`src/rtl/usb_proxy_uart_pkg.sv`:
```
// rtl/usb_proxy_uart_pkg.sv - shared FSM states, ASCII constants and baud divider helper for the UART proxy
package usb_proxy_uart_pkg;

  typedef enum logic [2:0] {
    ST_IDLE   = 3'd0,
    ST_LOAD   = 3'd1,
    ST_START  = 3'd2,
    ST_DATA   = 3'd3,
    ST_PARITY = 3'd4,
    ST_STOP   = 3'd5
  } tx_state_e;

  // Framing characters emitted by the descriptor forwarder
  localparam logic [7:0] ASCII_LBRACKET = 8'h5B;
  localparam logic [7:0] ASCII_RBRACKET = 8'h5D;
  localparam logic [7:0] ASCII_LBRACE   = 8'h7B;
  localparam logic [7:0] ASCII_RBRACE   = 8'h7D;
  localparam logic [7:0] ASCII_COMMA    = 8'h2C;
  localparam logic [7:0] ASCII_NEWLINE  = 8'h0A;

  function automatic int unsigned clks_per_bit(input int unsigned clk_hz, input int unsigned baud);
    return clk_hz / baud;
  endfunction

endpackage

```
`src/rtl/uart_tx_fifo.sv`:
```
// rtl/uart_tx_fifo.sv - synchronous FIFO with registered read port and occupancy count
module uart_tx_fifo #(
  parameter int WIDTH = 8,
  parameter int DEPTH = 64
) (
  input  logic                     clk,
  input  logic                     rst,
  input  logic                     push,
  input  logic                     pop,
  input  logic [WIDTH-1:0]         din,
  output logic [WIDTH-1:0]         dout,
  output logic                     full,
  output logic                     empty,
  output logic [$clog2(DEPTH):0]   level
);

  localparam int AW = $clog2(DEPTH);
  localparam logic [AW:0] DEPTH_LVL = (AW+1)'(DEPTH);

  logic [WIDTH-1:0] mem_q [DEPTH];
  logic [WIDTH-1:0] dout_q;
  logic [AW-1:0]    wr_ptr_q, rd_ptr_q;
  logic [AW:0]      level_q, level_d;
  logic             do_push, do_pop;

  assign full    = (level_q == DEPTH_LVL);
  assign empty   = (level_q == '0);
  assign do_push = push && !full;
  assign do_pop  = pop && !empty;
  assign dout    = dout_q;
  assign level   = level_q;

  always_comb begin
    level_d = level_q;
    case ({do_push, do_pop})
      2'b10:   level_d = level_q + (AW+1)'(1);
      2'b01:   level_d = level_q - (AW+1)'(1);
      default: level_d = level_q;
    endcase
  end

  // Storage is not flushed on reset; clearing pointers and count is enough
  always_ff @(posedge clk) begin
    if (do_push) begin
      mem_q[wr_ptr_q] <= din;
    end
  end

  always_ff @(posedge clk) begin
    if (rst) begin
      wr_ptr_q <= '0;
      rd_ptr_q <= '0;
      level_q  <= '0;
      dout_q   <= '0;
    end else begin
      level_q <= level_d;
      if (do_push) begin
        wr_ptr_q <= wr_ptr_q + AW'(1);
      end
      if (do_pop) begin
        rd_ptr_q <= rd_ptr_q + AW'(1);
        dout_q   <= mem_q[rd_ptr_q];
      end
    end
  end

endmodule

```
`src/rtl/usb_desc_uart_tx.sv`:
```
// rtl/usb_desc_uart_tx.sv - buffered 8N1 UART transmitter for the HID descriptor stream
// Define UART_TX_PARITY_EN to append an even parity bit (11-bit frame).
module usb_desc_uart_tx
  import usb_proxy_uart_pkg::*;
#(
  parameter int CLK_FREQ_HZ = 60000000,
  parameter int BAUD_RATE   = 115200,
  parameter int FIFO_DEPTH  = 64
) (
  input  logic                          clk,
  input  logic                          rst,
  input  logic [7:0]                    in_data,
  input  logic                          in_valid,
  output logic                          in_ready,
  output logic                          uart_txd,
  output logic                          tx_busy,
  output logic [$clog2(FIFO_DEPTH):0]   fifo_level,
  output logic                          overflow
);

  localparam int unsigned CLKS_PER_BIT = clks_per_bit(CLK_FREQ_HZ, BAUD_RATE);
  localparam int TW = $clog2(CLKS_PER_BIT);
  localparam logic [TW-1:0] BIT_LAST = TW'(CLKS_PER_BIT - 1);

  tx_state_e   state_q, state_d;
  logic [TW-1:0] timer_q, timer_d;
  logic [2:0]  idx_q, idx_d;
  logic [7:0]  shift_q, shift_d;
  logic        overflow_q;
  logic        bit_done;

  logic        fifo_push, fifo_pop, fifo_full, fifo_empty;
  logic [7:0]  fifo_dout;

  // Ready depends only on the registered count, so a pop cannot open a slot in the same cycle
  assign in_ready  = !rst && !fifo_full;
  assign fifo_push = in_valid && in_ready;
  assign tx_busy   = (state_q != ST_IDLE) || !fifo_empty;
  assign overflow  = overflow_q;
  assign bit_done  = (timer_q == BIT_LAST);

  uart_tx_fifo #(
    .WIDTH (8),
    .DEPTH (FIFO_DEPTH)
  ) u_fifo (
    .clk   (clk),
    .rst   (rst),
    .push  (fifo_push),
    .pop   (fifo_pop),
    .din   (in_data),
    .dout  (fifo_dout),
    .full  (fifo_full),
    .empty (fifo_empty),
    .level (fifo_level)
  );

  always_ff @(posedge clk) begin
    if (rst) begin
      state_q <= ST_IDLE;
    end else begin
      state_q <= state_d;
    end
  end

  always_comb begin
    state_d = state_q;
    case (state_q)
      ST_IDLE:  if (!fifo_empty) state_d = ST_LOAD;
      ST_LOAD:  state_d = ST_START;
      ST_START: if (bit_done) state_d = ST_DATA;
      ST_DATA: begin
        if (bit_done && (idx_q == 3'd7)) begin
`ifdef UART_TX_PARITY_EN
          state_d = ST_PARITY;
`else
          state_d = ST_STOP;
`endif
        end
      end
`ifdef UART_TX_PARITY_EN
      ST_PARITY: if (bit_done) state_d = ST_STOP;
`endif
      ST_STOP:  if (bit_done) state_d = ST_IDLE;
      default:  state_d = ST_IDLE;
    endcase
  end

`ifdef UART_TX_PARITY_EN
  logic parity_q;

  always_ff @(posedge clk) begin
    if (rst) begin
      parity_q <= 1'b0;
    end else if (state_q == ST_LOAD) begin
      parity_q <= ^fifo_dout;
    end
  end
`endif

  always_comb begin
    uart_txd = 1'b1;
    fifo_pop = 1'b0;
    case (state_q)
      ST_IDLE:   fifo_pop = !fifo_empty;
      ST_START:  uart_txd = 1'b0;
      ST_DATA:   uart_txd = shift_q[0];
`ifdef UART_TX_PARITY_EN
      ST_PARITY: uart_txd = parity_q;
`endif
      default:   uart_txd = 1'b1;
    endcase
  end

  // Bit timer runs only while a line bit is being held
  always_comb begin
    timer_d = timer_q;
    idx_d   = idx_q;
    shift_d = shift_q;
    if ((state_q == ST_IDLE) || (state_q == ST_LOAD)) begin
      timer_d = '0;
    end else begin
      timer_d = bit_done ? '0 : timer_q + TW'(1);
    end
    if (state_q == ST_LOAD) begin
      shift_d = fifo_dout;
      idx_d   = 3'd0;
    end else if ((state_q == ST_DATA) && bit_done) begin
      shift_d = {1'b0, shift_q[7:1]};
      idx_d   = idx_q + 3'd1;
    end
  end

  always_ff @(posedge clk) begin
    if (rst) begin
      timer_q    <= '0;
      idx_q      <= '0;
      shift_q    <= '0;
      overflow_q <= 1'b0;
    end else begin
      timer_q <= timer_d;
      idx_q   <= idx_d;
      shift_q <= shift_d;
      if (in_valid && fifo_full) begin
        overflow_q <= 1'b1;
      end
    end
  end

endmodule

```
`config.mk`:
```
export PLATFORM = sky130hd
export DESIGN_NAME = usb_desc_uart_tx
export DESIGN_NICKNAME = d
export VERILOG_FILES = /design/src/rtl/usb_proxy_uart_pkg.sv /design/src/rtl/uart_tx_fifo.sv /design/src/rtl/usb_desc_uart_tx.sv
export SDC_FILE = /design/constraint.sdc
export NUM_CORES = 1
export LEC_CHECK = 0
export CORE_ASPECT_RATIO = 1.25
export CORE_MARGIN = 10
export CORE_UTILIZATION = 62
export DETAILED_ROUTE_END_ITERATION = 8
export PLACE_DENSITY = 0.79
export SYNTH_ARGS = -nofsm -noshare
export SYNTH_HDL_FRONTEND = slang
export SYNTH_SLANG_ARGS = --single-unit
```
`constraint.sdc`:
```
create_clock -name clk -period 3.6 [get_ports clk]
set_input_delay 0.72 -clock clk [delete_from_list [all_inputs] [get_ports clk]]
set_output_delay 0.72 -clock clk [all_outputs]
set_load 0.02 [all_outputs]
```
==> results.json <==
{
  "grt_pass1_wl_mm": 73.2,
  "internal-power_mw": 11.8,
  "min_period_ns": 3.10,
  "powerDensity_nw_per_um2": 625,
  "syn_nets": 1279,
  "post-cts-setup-buffer-count": 0,
  "path_max_fanout": 40,
  "synth_top_area_share": 0.687,
  "fill_cells": 2093,
  "min_to": "timer_q[0]$_SDFF_PP0_",
  "grt_setup_unrepaired": "no",
  "timing.rr.end": "u_fifo.level[6]$_SDFFE_PP0P_",
  "insertion_delay_ns": 0.58,
  "synth_enable_flop_cells": 512,
  "fp.dieW_um": 190,
  "p_sw_mw": 4.02,
  "dr_total_vias": 11900,
  "rrSetupSlack_ns": 0.52,
  "timing.rr.start": "u_fifo.level[1]$_SDFFE_PP0P_",
  "grt_pass1_vias": 12000,
  "yosys-top-cells-area": "edfxtp_1 (69%), mux4_2 (8.7%), mux2i_1 (5.5%)",
  "nets": 1372,
  "h-tree-depth": 2,
  "cts-resized-gates": 0,
  "combinationalPowerShare": 0.169,
  "n_antenna_cell": 0,
  "synth_top_area_cell": "edfxtp_1",
  "die_area_um2": 44200,
  "worstMarginPinSlew_ns": 1.25,
  "fmax_ghz": 0.323,
  "wl_per_cell_um": 25.6,
  "cts_root_buffer": "clkbuf_16",
  "ff2ff_path_depth": 13,
  "wl_mm": 47.8,
  "hp-class": "flip-flop to flip-flop",
  "synth_most_common_cell": "edfxtp_1",
  "io_buffer_count": 21,
  "drt_pass1_iterations": 6,
  "cts_tree": "built",
  "cts_made_buffers": 52,
  "synthFlopType": "edfxtp_1",
  "min-delay-start": "timer_q[0]$_SDFF_PP0_",
  "grt_max_degree": 65,
  "synth_area_um2": 22400,
  "design_area_um2": 25300,
  "start_util": 0.630,
  "setup-violations-final": 0,
  "rows": 77,
  "yosys.cell_types.count": 56,
  "holdPathStages": 1,
  "peakVddDrop_uv": 454,
  "cts_buffer_depth": 3,
  "fin_util": 0.711,
  "yosys_register_bits": 564,
  "synthArstFlopShare": 0,
  "drv_cap": 0,
  "routed_via_density": 6.39,
  "yosysSeqAreaShare": 0.733,
  "dp_hpwl_mm": 29.3,
  "slew_violations": 0,
  "antenna_found_initial": 0,
  "place_inst": 1773,
  "fin_tns_setup_ns": 0,
  "synth_common_cells": "edfxtp_1 (512), mux2i_1 (123), nor2_1 (111)",
  "syn_area_per_cell_um2": 17.8,
  "p_clk_frac": 0.352,
  "core-area_um2": 35600,
  "grt_usage": 0.218,
  "cp.arrival_ns": 2.38,
  "slew-limit-headroom": 0.163,
  "cts.reportedPaths.clkPinSlew_ns": 0.06,
  "finalCritPeriodShare": 0.861,
  "overflow": 0,
  "yosysWarnings": 0,
  "ioPinCount": 22,
  "die_h_um": 232,
  "power_frac_seq": 0.479,
  "syn_inst": 1260,
  "drtAntennaViolNets": 0,
  "startpoint_type": "primary input",
  "swShare": 0.255,
  "fin_skew_ns": 0.0124,
  "run_status": "complete, no violations",
  "place_congestion": 0.882,
  "hold_viol": 0,
  "leakage_nw": 8.07,
  "crit_type": "primary input to output port",
  "endpoint_kind": "output port",
  "crit_required_ns": 2.88,
  "place_area_um2": 23500,
  "drc_errors": 0,
  "drtIter0Drc": 1109,
  "fin_cells": 1866,
  "drive_above_1_share": 0.201,
  "syn_to_final_growth_pct": 12.8,
  "postCtsHoldBufs": 0,
  "worst_hold_slack_ns": 0.463,
  "cts_sinks": 564
}
==> power groups by stage <==
stage | clock network, mW | logic [mW] | registers [mW]
after global placement | 0 | 2.60 | 7.69
after global routing | 5.87 | 2.84 | 7.58
after detailed placement | 0 | 2.66 | 7.70
after CTS | 5.63 | 2.68 | 7.56
final | 5.56 | 2.67 | 7.56
after floorplan | 0 | 2.09 | 7.48
==> critical path: stages <==
cell and delay (ns):
clkdlybuf4s50_1 0.46, buf_4 0.30, a31oi_1 0.25, clkdlybuf4s50_1 0.65
==> sequential cells by signal, summed over array words and instances, names as in the netlist <==
register,count
u_fifo.dout,8
u_fifo.wr_ptr_q,6
u_fifo.level,7
overflow,1
state_q,3
timer_q,10
shift_q,8
u_fifo.rd_ptr_q,6
u_fifo.mem_q,512
idx_q,3
==> cells by family (layout without fill, tap and decap cells) <==
kind of cell    Yosys count  count (layout)  share of synthesized area
flops                   564             564                      0.733
simple gates            214             214                     0.0445
compound gates          154             154                     0.0478
xor+xnor                 25              25                    0.00978
fa+ha+maj                 8               8                    0.00447
buf+inv                  85             217                     0.0183
mux                     210             210                      0.142
==> cell type report <==
class,count,area (um2),share of cell area
flip-flops and latches,564,16400,0.650
multi-input cells,611,5560,0.220
clock buffers,57,1340,0.0531
repair buffers,115,913,0.0362
well taps,474,593,0.0235
clock inverters,36,389,0.0154
inverters,9,33.8,0.00134
==> per-stage QoR <==
stage	power [mW]	setup WS, ns
2_1_floorplan	9.57	0.569
3_3_place_gp	10.3	0.233
3_5_place_dp	10.4	0.0923
4_1_cts	15.9	0.483
5_1_grt	16.3	0.301
6_report	15.8	0.501
==> worst max-delay path by stage <==
stage / end / startpoint / cells past startpoint
after floorplan: u_fifo.level[5]$_SDFFE_PP0P_ / u_fifo.level[1]$_SDFFE_PP0P_ / 12
after global placement: u_fifo.level[6]$_SDFFE_PP0P_ / in_valid / 14
after detailed placement: u_fifo.level[6]$_SDFFE_PP0P_ / rst / 13
after CTS: in_ready / rst / 4
after global routing: u_fifo.level[6]$_SDFFE_PP0P_ / u_fifo.level[1]$_SDFFE_PP0P_ / 13
final: in_ready / rst / 4
==> cell usage in the layout (no fill, tap or decap), drive strengths merged, types with 4 or more instances in the layout <==
| cell | instances |
|---|---|
| mux2i | 123 |
| a221oi | 6 |
| clkinv | 22 |
| mux4 | 86 |
| nor2 | 111 |
| bufinv | 8 |
| clkinvlp | 4 |
| o211ai | 5 |
| o21ai | 33 |
| and3 | 4 |
| xor2 | 15 |
| nand2 | 35 |
| nand3 | 21 |
| a22oi | 21 |
| a31oi | 8 |
| xnor2 | 10 |
| clkbuf | 57 |
| dfxtp | 52 |
| o22ai | 13 |
| a21oi | 20 |
| a32oi | 8 |
| a211oi | 20 |
| o221ai | 11 |
| buf | 102 |
| edfxtp | 512 |
| ha | 8 |
| clkdlybuf4s50 | 13 |
| inv | 11 |
| nor3 | 6 |
| nor3b | 5 |
| nor2b | 6 |
==> routing by layer <==
| metal | global-route usage | wire [um] |
|---|---|---|
| met5 | 0 | 0 |
| met3 | 0.0289 | 3360 |
| met2 | 0.370 | 24700 |
| met1 | 0.277 | 17800 |
| met4 | 0.0939 | 1980 |
No activity file was read; power rests on OpenSTA's default activity.
